`config.mk`:
```
export PLATFORM = sky130hd
export DESIGN_NAME = secuenciador_contador_flat
export DESIGN_NICKNAME = d
export VERILOG_FILES = /design/src/rtl/secuenciador_contador_pkg.sv /design/src/rtl/secuenciador_contador_if.sv /design/src/rtl/secuenciador_contador_vueltas.sv /design/src/rtl/secuenciador_contador.sv /design/src/flat_wrapper.sv
export SDC_FILE = /design/constraint.sdc
export NUM_CORES = 1
export LEC_CHECK = 0
export ABC_CLOCK_PERIOD_IN_PS = 2300
export CAP_MARGIN = 20
export CORE_MARGIN = 1
export CORE_UTILIZATION = 45
export CTS_CLUSTER_DIAMETER = 40
export DETAILED_ROUTE_END_ITERATION = 7
export PLACE_DENSITY = 0.75
export SYNTH_ARGS = -nofsm -noshare
export SYNTH_HDL_FRONTEND = slang
export SYNTH_SLANG_ARGS = --single-unit
```
`constraint.sdc`:
```
create_clock -name CLK -period 2.3 [get_ports CLK]
set_input_delay 0.46 -clock CLK [delete_from_list [all_inputs] [get_ports CLK]]
set_output_delay 0.46 -clock CLK [all_outputs]
set_load 0.02 [all_outputs]
```
`src/rtl/secuenciador_contador_pkg.sv`:
```
// Shared definitions for the counter sequencer: FSM state encoding and the
// MODO codes understood by the 4-bit up/down counter register.
package secuenciador_pkg;

  typedef enum logic [1:0] {
    IDLE   = 2'd0,
    CARGA  = 2'd1,
    CUENTA = 2'd2,
    FIN    = 2'd3
  } estado_t;

  // Counter mode codes; 2'b10 is never produced by the sequencer.
  localparam logic [1:0] MODO_ARRIBA = 2'b00;
  localparam logic [1:0] MODO_ABAJO  = 2'b01;
  localparam logic [1:0] MODO_CARGA  = 2'b11;

  function automatic logic [1:0] modo_cuenta(input logic dir);
    return dir ? MODO_ABAJO : MODO_ARRIBA;
  endfunction

endpackage

```
`src/rtl/secuenciador_contador_if.sv`:
```
// Bundle between the run requester, the sequencer and the counter register.
// The slave side is the sequencer; the master side drives requests and the counter feedback.
interface secuenciador_contador_if #(
  parameter int ANCHO   = 4,
  parameter int ANCHO_V = 4
);
  logic               START;
  logic               DIR;
  logic [ANCHO-1:0]   VALOR;
  logic [ANCHO_V-1:0] VUELTAS;
  logic               CANCEL;
  logic [ANCHO-1:0]   Q;
  logic               RCO;
  logic               ENB;
  logic [1:0]         MODO;
  logic [ANCHO-1:0]   D;
  logic               BUSY;
  logic               DONE;
  logic [ANCHO-1:0]   Q_FINAL;

  modport master (
    output START, DIR, VALOR, VUELTAS, CANCEL, Q, RCO,
    input  ENB, MODO, D, BUSY, DONE, Q_FINAL
  );

  modport slave (
    input  START, DIR, VALOR, VUELTAS, CANCEL, Q, RCO,
    output ENB, MODO, D, BUSY, DONE, Q_FINAL
  );
endinterface

```
`src/rtl/secuenciador_contador_vueltas.sv`:
```
// Wrap counter: cleared on run acceptance, bumped on each counted RCO.
// coincide flags that the next increment reaches the requested wrap count.
module contador_vueltas #(
  parameter int ANCHO_V = 4
) (
  input  logic               CLK,
  input  logic               RESET_L,
  input  logic               clr,
  input  logic               inc,
  input  logic [ANCHO_V-1:0] objetivo,
  output logic               coincide
);

  logic [ANCHO_V-1:0] cuenta;
  logic [ANCHO_V-1:0] siguiente;

  assign siguiente = cuenta + ANCHO_V'(1);
  assign coincide  = (siguiente == objetivo);

  always_ff @(posedge CLK or negedge RESET_L) begin
    if (!RESET_L)
      cuenta <= '0;
    else if (clr)
      cuenta <= '0;
    else if (inc)
      cuenta <= siguiente;
  end

endmodule

```
`src/rtl/secuenciador_contador.sv`:
```
// Sequencer in front of the up/down counter: load, count, wait for N wraps, stop.
// All outputs are registered from the next state so nothing is combinational from inputs.
module secuenciador_contador
  import secuenciador_pkg::*;
#(
  parameter int ANCHO   = 4,
  parameter int ANCHO_V = 4
) (
  input  logic                    CLK,
  input  logic                    RESET_L,
  secuenciador_contador_if.slave  bus
);

  estado_t            estado;
  estado_t            nxt;
  logic               dir_q;
  logic [ANCHO_V-1:0] vueltas_q;

  logic               acepta;
  logic               clr;
  logic               inc;
  logic               cap;
  logic               coincide;

  logic               enb_n;
  logic [1:0]         modo_n;
  logic [ANCHO-1:0]   d_n;
  logic               busy_n;
  logic               done_n;

  contador_vueltas #(.ANCHO_V(ANCHO_V)) u_vueltas (
    .CLK      (CLK),
    .RESET_L  (RESET_L),
    .clr      (clr),
    .inc      (inc),
    .objetivo (vueltas_q),
    .coincide (coincide)
  );

  always_ff @(posedge CLK or negedge RESET_L) begin
    if (!RESET_L)
      estado <= IDLE;
    else
      estado <= nxt;
  end

  // Run parameters are only meaningful after acceptance, so they carry no reset.
  always_ff @(posedge CLK) begin
    if (acepta) begin
      dir_q     <= bus.DIR;
      vueltas_q <= (bus.VUELTAS == '0) ? ANCHO_V'(1) : bus.VUELTAS;
    end
  end

  always_comb begin
    nxt    = estado;
    acepta = 1'b0;
    clr    = 1'b0;
    inc    = 1'b0;
    cap    = 1'b0;
    case (estado)
      IDLE: begin
        if (bus.START) begin
          nxt    = CARGA;
          acepta = 1'b1;
          clr    = 1'b1;
        end
      end
      CARGA: nxt = bus.CANCEL ? IDLE : CUENTA;
      CUENTA: begin
        // CANCEL takes priority over a terminating RCO on the same edge.
        if (bus.CANCEL) begin
          nxt = IDLE;
        end else if (bus.RCO) begin
          inc = 1'b1;
          if (coincide) begin
            nxt = FIN;
            cap = 1'b1;
          end
        end
      end
      FIN:     nxt = IDLE;
      default: nxt = IDLE;
    endcase
  end

  // CARGA is only entered from IDLE on acceptance, so the live VALOR is the latched one.
  always_comb begin
    enb_n  = 1'b0;
    modo_n = MODO_ARRIBA;
    d_n    = '0;
    busy_n = 1'b0;
    done_n = 1'b0;
    case (nxt)
      CARGA: begin
        enb_n  = 1'b1;
        modo_n = MODO_CARGA;
        d_n    = bus.VALOR;
        busy_n = 1'b1;
      end
      CUENTA: begin
        enb_n  = 1'b1;
        modo_n = modo_cuenta(dir_q);
        busy_n = 1'b1;
      end
      FIN: begin
        busy_n = 1'b1;
        done_n = 1'b1;
      end
      default: ;
    endcase
  end

  always_ff @(posedge CLK or negedge RESET_L) begin
    if (!RESET_L) begin
      bus.ENB     <= 1'b0;
      bus.MODO    <= MODO_ARRIBA;
      bus.D       <= '0;
      bus.BUSY    <= 1'b0;
      bus.DONE    <= 1'b0;
      bus.Q_FINAL <= '0;
    end else begin
      bus.ENB  <= enb_n;
      bus.MODO <= modo_n;
      bus.D    <= d_n;
      bus.BUSY <= busy_n;
      bus.DONE <= done_n;
      if (cap)
        bus.Q_FINAL <= bus.Q;
    end
  end

endmodule
```
`src/flat_wrapper.sv`:
```
// flat-port wrapper written by rule: the top's interface ports become plain ports
module secuenciador_contador_flat import secuenciador_pkg::*;
#(
  parameter int ANCHO   = 4,
  parameter int ANCHO_V = 4
)
  (CLK, RESET_L, bus_START, bus_DIR, bus_VALOR, bus_VUELTAS, bus_CANCEL, bus_Q, bus_RCO, bus_ENB, bus_MODO, bus_D, bus_BUSY, bus_DONE, bus_Q_FINAL);
  secuenciador_contador_if #(.ANCHO(ANCHO), .ANCHO_V(ANCHO_V)) bus_i ();
  input  logic CLK;
  input  logic RESET_L;
  input wire logic [$bits(bus_i.START)-1:0] bus_START;
  input wire logic [$bits(bus_i.DIR)-1:0] bus_DIR;
  input wire logic [$bits(bus_i.VALOR)-1:0] bus_VALOR;
  input wire logic [$bits(bus_i.VUELTAS)-1:0] bus_VUELTAS;
  input wire logic [$bits(bus_i.CANCEL)-1:0] bus_CANCEL;
  input wire logic [$bits(bus_i.Q)-1:0] bus_Q;
  input wire logic [$bits(bus_i.RCO)-1:0] bus_RCO;
  output wire logic [$bits(bus_i.ENB)-1:0] bus_ENB;
  output wire logic [$bits(bus_i.MODO)-1:0] bus_MODO;
  output wire logic [$bits(bus_i.D)-1:0] bus_D;
  output wire logic [$bits(bus_i.BUSY)-1:0] bus_BUSY;
  output wire logic [$bits(bus_i.DONE)-1:0] bus_DONE;
  output wire logic [$bits(bus_i.Q_FINAL)-1:0] bus_Q_FINAL;
  assign bus_i.START = bus_START;
  assign bus_i.DIR = bus_DIR;
  assign bus_i.VALOR = bus_VALOR;
  assign bus_i.VUELTAS = bus_VUELTAS;
  assign bus_i.CANCEL = bus_CANCEL;
  assign bus_i.Q = bus_Q;
  assign bus_i.RCO = bus_RCO;
  assign bus_ENB = bus_i.ENB;
  assign bus_MODO = bus_i.MODO;
  assign bus_D = bus_i.D;
  assign bus_BUSY = bus_i.BUSY;
  assign bus_DONE = bus_i.DONE;
  assign bus_Q_FINAL = bus_i.Q_FINAL;
  secuenciador_contador #(.ANCHO(ANCHO), .ANCHO_V(ANCHO_V)) u_core (.CLK(CLK), .RESET_L(RESET_L), .bus(bus_i));
endmodule
```
# Word level (Yosys, flattened, before mapping)
# Index checks and enable logic that the tools add are counted.
[classes]
muxes = 23
add_sub_neg = 1
n_eq_ne = 7
n_reduce_logical = 5
[ops]
columns = ["op", "n"]
rows = [
  ["1-bit 2-to-1 mux", 13],
  ["4-bit 2-to-1 mux", 3],
  ["2-bit 2-to-1 mux", 5],
  ["2-bit == test (second input constant)", 4],
  ["2-bit case mux with 4 select lines", 1],
  ["4-bit by 1-bit adder with 4-bit output (second input constant)", 1],
  ["2-bit by 1-bit == test with 1-bit output (second input constant)", 2],
  ["4-bit == test", 1],
  ["4-bit zero test", 1],
  ["2-bit case mux with 2 select lines", 1],
  ["3-bit OR reduction", 1],
  ["2-bit zero test", 1],
  ["2-bit nonzero test", 1],
  ["2-bit OR reduction", 1],
]
[totals]
regBits = 24
wordCells = 46

# Logic depth before layout (Yosys ltp)
# Gate-level depths: netlist of run 1.
[logic_depth]
word_depth = 9
depth_mapped = 8

# Hierarchy
# Synthesis of run 1 repeated with hierarchy kept, for this count alone.
[unflattened]
cells_unflattened = 72
area_unflattened_um2 = 1011.0
[by_module_without_submodules]
columns = ["mod", "seq_area_each_um2", "cells_per_inst", "area_per_inst_um2", "n_inst"]
rows = [
  ["secuenciador_contador", 525.5, 49, 773.2, 1],
  ["contador_vueltas", 100.1, 23, 237.7, 1],
]

# Worst setup path before layout of run 1
# Ideal clock, no wire load.
[synth_path]
path_type = "reg2reg"
startpoint = "register u_core.u_vueltas.cuenta[0]"
endpoint = "register u_core.bus.MODO[0]"
path_stages_with_launch = 9
path_buffers = 0
path_slack_ns = 0.379
period_less_slack_ns = 1.921
setup_time_ns = 0.119
t_arrival_ns = 1.802
path_cell_list = "dfrtp_1 ha_1 xor2_1 nor3_4 a31oi_1 inv_1 ha_1 a21oi_1 nor2b_1"
[synth_via]
elab_chain_cells = 8
[synth_rtl]
columns = ["element", "line", "source"]
rows = [
  ["start: declaration", "secuenciador_contador_vueltas.sv:14", "logic [ANCHO_V-1:0] cuenta;"],
  ["start signal: assignment", "secuenciador_contador_vueltas.sv:26", "cuenta <= siguiente;"],
  ["4-bit by 1-bit adder with 4-bit output (*)", "secuenciador_contador_vueltas.sv:17", "assign siguiente = cuenta + ANCHO_V'(1);"],
  ["4-bit == test (*)", "secuenciador_contador_vueltas.sv:18", "assign coincide = (siguiente == objetivo);"],
  ["2-bit 2-to-1 mux (*)", "secuenciador_contador.sv:76", "if (coincide) begin"],
  ["2-bit 2-to-1 mux (*)", "secuenciador_contador.sv:74", "end else if (bus.RCO) begin"],
  ["2-bit 2-to-1 mux (*)", "secuenciador_contador.sv:72", "if (bus.CANCEL) begin"],
  ["2-bit case mux with 4 select lines (*)", "secuenciador_contador.sv:61", "case (estado)"],
  ["net u_core.nxt[0]", "secuenciador_contador.sv:15", "estado_t nxt;"],
  ["2-bit == test or 2-bit by 1-bit == test with 1-bit output (tied branches)", "secuenciador_contador.sv:94", "case (nxt)"],
  ["2-bit case mux with 2 select lines (*)", "secuenciador_contador.sv:94", ""],
  ["net u_core.modo_n[0]", "secuenciador_contador.sv:26", "logic [1:0] modo_n;"],
  ["end signal: assignment", "secuenciador_contador.sv:124", "bus.MODO <= modo_n;"],
  ["end: declaration", "secuenciador_contador_if.sv:28", "output ENB, MODO, D, BUSY, DONE, Q_FINAL"],
]
# Mark *: on every way through the listed nets, which the timed path passes. The rest lies on a longest branch.
# A chain may end at the register's enable or synchronous reset.

# Final worst setup path of run 1
# Same ends and word-level chain as after synthesis.

==> results by group, run 1 <==
Clock network
  – Root buf cell: clkbuf_4
  – Htree depth: 1
  – Clock tree buffer depth: 2
  – TritonCTS Buffers: 3
  – CTS tree: built
  – Clock Sinks: 24
  – Clock Pin Slew Worst Setup and Hold Paths: about 0.12 ns
  – Worst-Skew Late Latency: between 0.3 and 0.4 ns

Worst setup path
  – FF-to-FF Start: u_core.u_vueltas.cuenta[0]$_DFFE_PN0P_
  – R2R Setup Slk: around 0.23 ns
  – Crit-path max cell delay: 0.46 ns
  – Crit path cell chain: ha_1 -> xor2_1 -> nor3_4 -> a31oi_2 -> inv_1 -> ha_1 -> a21oi_1 -> nor2b_1
  – Worst-path maximum fanout: 5
  – Startpoint Class: flop
  – R2R cell count: 8
  – CP Capture Type: flop
  – Crit-path slowest cell: dfrtp_1
  – R2R Path End: u_core.bus.MODO[0]$_DFF_PN0_
  – Req. time, crit path: approximately 2.5 ns
  – CP dominant cell by count: ha_1
  – Critical path arrival: around 2.3 ns
  – Crit path kind: flop to flop

Floorplan
  – Die area: between 2000 and 2500 sq um
  – Die W: ~50 um
  – Core area: just over 2000 sq um
  – Site row count: 16
  – Die Y: around 50 um
  – IO Pins: 31
  – Initial Util: 0.500

STA
  – F_max: a little under 500 MHz
  – Unrepaired setup endpoints after global routing: no
  – Minimum clock period: ~2.1 ns
  – Worst Tran Pin Value: around 0.45 ns
  – Final setup fails: 0
  – Slew headroom: 0.697
  – Fin Hold WS: 0.474 ns
  – Clock skew: around 0.003 ns
  – Final period util: 0.899
  – Total negative setup slack: 0 ns
  – Final Hold Fails: 0
  – Slew Limit Fails: 0

Synthesis
  – Seq/Total Area, Yosys: 0.607
  – Syn Inst Count: 72
  – Syn_nets: 96
  – Yosys reg bits: 24
  – Count of different cell masters after synthesis: 26
  – Warnings, synthesis: 0
  – Mapped cell area: between 1000 and 1500 sq um
  – Avg Inst Size Synth: roughly 14 sq um

Run status
  – Status: completed

Layout
  – P&R area growth vs syn: 35.9%
  – Share of post-route cells with drive strength above 1: 0.105
  – Antenna Cells: 0
  – Layout Nets: 130
  – Fin cells: approximately 130
  – Most frequent cells in the layout: clkdlybuf4s50_1 (30), dfrtp_1 (19), ha_1 (6)
  – Most common cell after layout, fill and taps aside: clkdlybuf4s50_1
  – FILL cells: 170
  – Post-layout util: 0.680

Pwr
  – Clock share of power: 0.180
  – P_int: 0.722 mW
  – Sw Ratio: 0.295
  – Gate power share: 0.300
  – Register share of total power: 0.521
  – Pwr/cell area: 731 nW/um^2
  – Static Leakage: ~0.65 nW
  – Switching power: between 0.3 and 0.4 mW
  – Worst IR Drop VDD: slightly above 0.4 mV

Drt
  – Remaining DRCs: 0
  – First DRT Iteration DRCs: 14
  – Vias/cell: about 4.9
  – DR vias: about 640
  – Wire length per cell: 14.2 um
  – Antenna-violating nets left: 0
  – Drt first pass iters: 4
  – Routed wire length: approximately 1.9 mm

Global route
  – Largest net degree at the start of global routing: 20
  – Gr usage total: 0.178
  – First-pass GRT wire length: 3.18 mm
  – Grt ovf: 0
  – Vias in the first global route: ~670
  – Initial antenna violation count: 0

Placed design
  – Dpl hpwl: around 1.4 mm
  – Placed cells: 128
  – IO buf count: 30
  – Gpl congestion: 0.813

Min path
  – Hold crit path type: primary input to async pin

Job
  – Max cap viols: 0
how the worst max path moves through the flow:
stage | from | endpoint | slack (ns)
detailed placement | bus_CANCEL | u_core.bus.MODO[0]$_DFF_PN0_ | 0.07
finish | u_core.u_vueltas.cuenta[0]$_DFFE_PN0P_ | u_core.bus.MODO[0]$_DFF_PN0_ | 0.23
floorplan | u_core.u_vueltas.cuenta[0]$_DFFE_PN0P_ | u_core.bus.MODO[0]$_DFF_PN0_ | 0.38
global placement | bus_CANCEL | u_core.bus.MODO[0]$_DFF_PN0_ | 0.16
global route | u_core.u_vueltas.cuenta[0]$_DFFE_PN0P_ | u_core.bus.MODO[0]$_DFF_PN0_ | 0.03
CTS | u_core.u_vueltas.cuenta[0]$_DFFE_PN0P_ | u_core.bus.MODO[0]$_DFF_PN0_ | 0.13
what timing repair did:
| item | 4_1_cts | 5_1_grt |
|---|---|---|
| buffers inserted | 0 | 0 |
| gates resized for setup | 0 | 1 |
| hold buffers | 0 | 0 |
| setup endpoints to repair | 0 | 4 |
through the flow:
step	setup slack (ns)	power, mW	area [sq um]
4_1_cts	0.127	1.04	1400
3_5_place_dp	0.0728	0.849	1370
2_1_floorplan	0.379	0.697	1030
6_report	0.233	1.02	1400
5_1_grt	0.0283	1.09	1400
3_3_place_gp	0.159	0.843	1370
state kept, by name (all words and copies together) (netlist names):
| register | count |
|---|---|
| u_core.bus.BUSY | 1 |
| u_core.dir_q | 1 |
| u_core.bus.D | 4 |
| u_core.estado | 2 |
| u_core.bus.MODO | 2 |
| u_core.bus.Q_FINAL | 4 |
| u_core.bus.DONE | 1 |
| u_core.vueltas_q | 4 |
| u_core.u_vueltas.cuenta | 4 |
| u_core.bus.ENB | 1 |
critical path: cells and delay by family (launching register included):
family                   cells  cell delay (ns)
adder cells (fa/ha/maj)      2             0.60
flip-flops                   1             0.46
AO/OA/AOI/OAI                2             0.36
AND/OR/NAND/NOR              2             0.14
XOR/XNOR                     1             0.28
buffers and inverters        1             0.13
power groups by stage:
stage	clock network (mW)	logic, mW	registers, mW
after floorplan	0	0.106	0.591
after global placement	0	0.303	0.541
after detailed placement	0	0.306	0.543
after CTS	0.194	0.308	0.535
after global routing	0.215	0.335	0.542
final	0.184	0.307	0.533
Yosys cell counts (all sizes together):
cell type	count	area, sq um
or2	1	6.26
and4bb	1	12.5
nor3	2	21.3
a22o	2	17.5
xor2	4	35.0
nand3	1	10.0
edfxtp	5	150
xnor3	1	22.5
inv	3	11.3
and2	4	25.0
a31oi	1	6.26
a21oi	1	5.00
xnor2	2	17.5
nand4bb	1	27.5
and3	1	6.26
nor2b	1	6.26
nand2	2	7.51
ha	6	75.1
nand2b	1	6.26
mux2	4	45.0
dfrtp	19	475
nor3b	1	7.51
nor2	2	7.51
o21ai	3	15.0
clkbuf	3	11.3
area by class of cell:
class                           count  area [sq um]  area share
Clock buffer                        4          26.3      0.0188
Timing Repair Buffer               32           315       0.225
Tap cell                           27          33.8      0.0241
Inverter                            3          11.3     0.00804
Sequential cell                    24           626       0.446
Multi-Input combinational cell     42           389       0.278
layer usage:
layer	vias up	track usage	wire length, um
met4	0	0.0286	0
li1	308	-	-
met3	0	0.0648	94
met2	19	0.275	928
met1	315	0.246	844
met5	-	0	0
cell families (layout without fill, tap and decap cells):
| kind of cell | count (synthesis) | after routing | synth area share |
|---|---|---|---|
| adders and majority gates | 6 | 6 | 0.0728 |
| DFF | 24 | 24 | 0.607 |
| AOI/OAI and AO/OA | 7 | 7 | 0.0425 |
| xor gates and xnor gates | 7 | 7 | 0.0728 |
| muxes | 4 | 4 | 0.0437 |
| and+or+nand+nor | 18 | 18 | 0.140 |
| buffers and inverters | 6 | 39 | 0.0218 |
Power figures use the tool's default switching activity.
==> run 2: changes to the inputs <==
DONT_BUFFER_PORTS = 1   (was not set)
PLACE_DENSITY = 0.58   (was 0.75)
==> results by group, run 2 (same netlist as run 1, synthesis figures left out) <==
Pwr
  – Static Leakage: 0.544 nW (-16%)
  – Worst IR Drop VDD: 0.439 mV (+7.0%)
  – Power Total: 0.990 mW (-3.4%)
  – Pwr/cell area: 885 nW/um^2 (+21%)

Worst setup path
  – Crit path cell chain: ha_1 -> xor2_1 -> nor3_4 -> a31oi_1 -> inv_1 -> ha_1 -> a21oi_1 -> nor2b_1
  – Critical path arrival: 2.40 ns (+0.12 ns)
  – Crit path kind: flop to flop
  – Worst-path maximum fanout: 5 (unchanged)
  – R2R Setup Slk: 0.12 ns (-0.11 ns)
  – CP delay by family, top: adder cells
  – Crit-path slowest cell: dfrtp_1
  – CP Capture Type: flop
  – CP endpoint: u_core.bus.MODO[0]$_DFF_PN0_
  – FF-to-FF Start: u_core.u_vueltas.cuenta[0]$_DFFE_PN0P_
  – R2R Path End: u_core.bus.MODO[0]$_DFF_PN0_
  – CP Depth: 8 (unchanged)
  – Buf/Inv on CP: 1 (unchanged)
  – Startpoint Class: flop
  – Req. time, crit path: 2.52 ns (about the same)
  – Crit path from: u_core.u_vueltas.cuenta[0]$_DFFE_PN0P_
  – CP dominant cell by count: ha_1
  – Crit-path max cell delay: 0.45 ns (about the same)
  – R2R cell count: 8 (unchanged)

Layout
  – Most common cell after layout, fill and taps aside: dfrtp_1
  – Register area: 626 sq um (unchanged)
  – Layout Nets: 100 (-23%)
  – Share of post-route cells with drive strength above 1: 0.133 (+0.0286)
  – Antenna Cells: 0 (unchanged)
  – Footprint of the multi-input gates: 383 sq um (-1.6%)
  – FILL cells: 172 (+1.2%)
  – P&R area growth vs syn: 8.49%
  – Most frequent cells in the layout: dfrtp_1 (19), ha_1 (6), edfxtp_1 (5)

STA
  – Unrepaired setup endpoints after global routing: no
  – Final Hold Fails: 0 (unchanged)
  – Slew Limit Fails: 0 (unchanged)
  – Minimum clock period: 2.18 ns (+0.114 ns)
  – Slew headroom: 0.444 (-0.252)
  – Final setup fails: 0 (unchanged)
  – Total negative setup slack: 0 ns (unchanged)
  – Final period util: 0.948 (+0.0494)
  – F_max: 459 MHz (-5.2%)
  – Worst Tran Pin Value: 0.831 ns (+0.377 ns)
  – Clock skew: 0.00681 ns (+0.00380 ns)
  – PnR worst setup slack: 0.120 ns (-0.114 ns)

Global route
  – First-pass GRT wire length: 2.60 mm (-18%)
  – Vias in the first global route: 569 (-15%)
  – Grt ovf: 0 (unchanged)
  – Gr usage total: 0.145 (-0.0333)
  – Initial antenna violation count: 0 (unchanged)
  – Largest net degree at the start of global routing: 20 (unchanged)

Drt
  – Vias/cell: 5.25 (+7.8%)
  – First DRT Iteration DRCs: 11 (-3)
  – Routed wire length: 1.55 mm (-17%)
  – Drt first pass iters: 3 (-1)
  – DR vias: 535 (-17%)
  – Antenna-violating nets left: 0 (unchanged)
  – Wire length per cell: 15.2 um (+7.3%)
  – Remaining DRCs: 0 (unchanged)

Placed design
  – IO buf count: 0 (-100%)
  – Setup WS pre-CTS: 0.160 ns (+0.0874 ns)
  – Gpl congestion: 0.709 (-13%)
  – Dpl hpwl: 1.18 mm (-19%)

Floorplan
  – Initial Util: 0.500 (unchanged)
  – Core area: 2060 sq um (unchanged)
  – IO Pins: 31 (unchanged)
  – Die W: 49.9 um (unchanged)
  – Site row count: 16 (unchanged)
  – Die Y: 49.9 um (unchanged)
  – Die area: 2490 sq um (unchanged)

Clock network
  – Clock Pin Slew Worst Setup and Hold Paths: 0.13 ns (about the same)
  – Clock Sinks: 24 (unchanged)
  – Worst-Skew Late Latency: 0.32 ns (about the same)
  – Clock tree buffer depth: 2 (unchanged)
  – Post-cts resize count: 0 (unchanged)
  – Root buf cell: clkbuf_4
  – Htree depth: 1 (unchanged)
  – TritonCTS Buffers: 3 (unchanged)
  – CTS tree: built

Min path
  – Hold crit path type: primary input to flop
  – Worst hold start: bus_DIR

Job
  – Max cap viols: 0 (unchanged)

Run status
  – Status: completed
==> run 2: cell types whose count changed in the layout (fill, tap and decap cells not counted) <==
cell             change
a31oi_2              -1
dlygate4sd3_1        +1
buf_4                -1
clkdlybuf4s50_1     -30
clkbuf_16            +1
clkbuf_1             -1
a31oi_1              +1
==> run 2: worst min path at each step <==
| stage | to | slack [ns] | cells after the start |
|---|---|---|---|
| 6_report | u_core.dir_q$_DFFE_PP_ | 0.22 | 0 |
| 5_1_grt | u_core.dir_q$_DFFE_PP_ | 0.20 | 0 |
| 4_1_cts | u_core.vueltas_q[2]$_SDFFCE_PN0P_ | 0.22 | 0 |
| 3_5_place_dp | u_core.bus.Q_FINAL[0]$_DFFE_PN0P_ | 0.16 | 0 |
| 3_3_place_gp | u_core.bus.Q_FINAL[0]$_DFFE_PN0P_ | 0.16 | 0 |
| 2_1_floorplan | u_core.bus.BUSY$_DFF_PN0_ | 0.16 | 0 |
==> run 2: routing by layer <==
layer | up-vias | global-route usage | share of wire
li1 | 249 | - | -
met2 | 19 | 0.205 | 0.46
met3 | 3 | 0.0432 | 0.053
met5 | - | 0 | 0
met4 | 0 | 0.0714 | 0.015
met1 | 264 | 0.202 | 0.47
==> run 2: metrics by stage <==
stage	area (sq um)	std cells	hold slack (ns)	util
floorplan	1030	72	0.164	-
CTS	1120	102	0.217	0.542
global route	1120	102	0.196	0.542
finish	1120	102	0.223	0.542
global placement	1060	97	0.165	0.515
detailed placement	1060	97	0.165	0.515
==> run 2: area by class of cell <==
type,instances,area share
sequential,24,0.559
timing repair buffer,2,0.0157
clock buffer,4,0.0425
tap,27,0.0302
inverter,3,0.0101
multi-input combinational,42,0.342
==> run 2: report_power, final <==
| part | internal [mW] | switching [mW] | total [mW] |
|---|---|---|---|
| Combinational | 0.0609 | 0.0772 | 0.138 |
| Sequential | 0.500 | 0.0902 | 0.590 |
| Clock | 0.133 | 0.129 | 0.261 |
==> run 2: repair_timing <==
item	in CTS	in global routing
buffers inserted	0	0
endpoints found under the hold margin	19	0
hold buffers	1	0
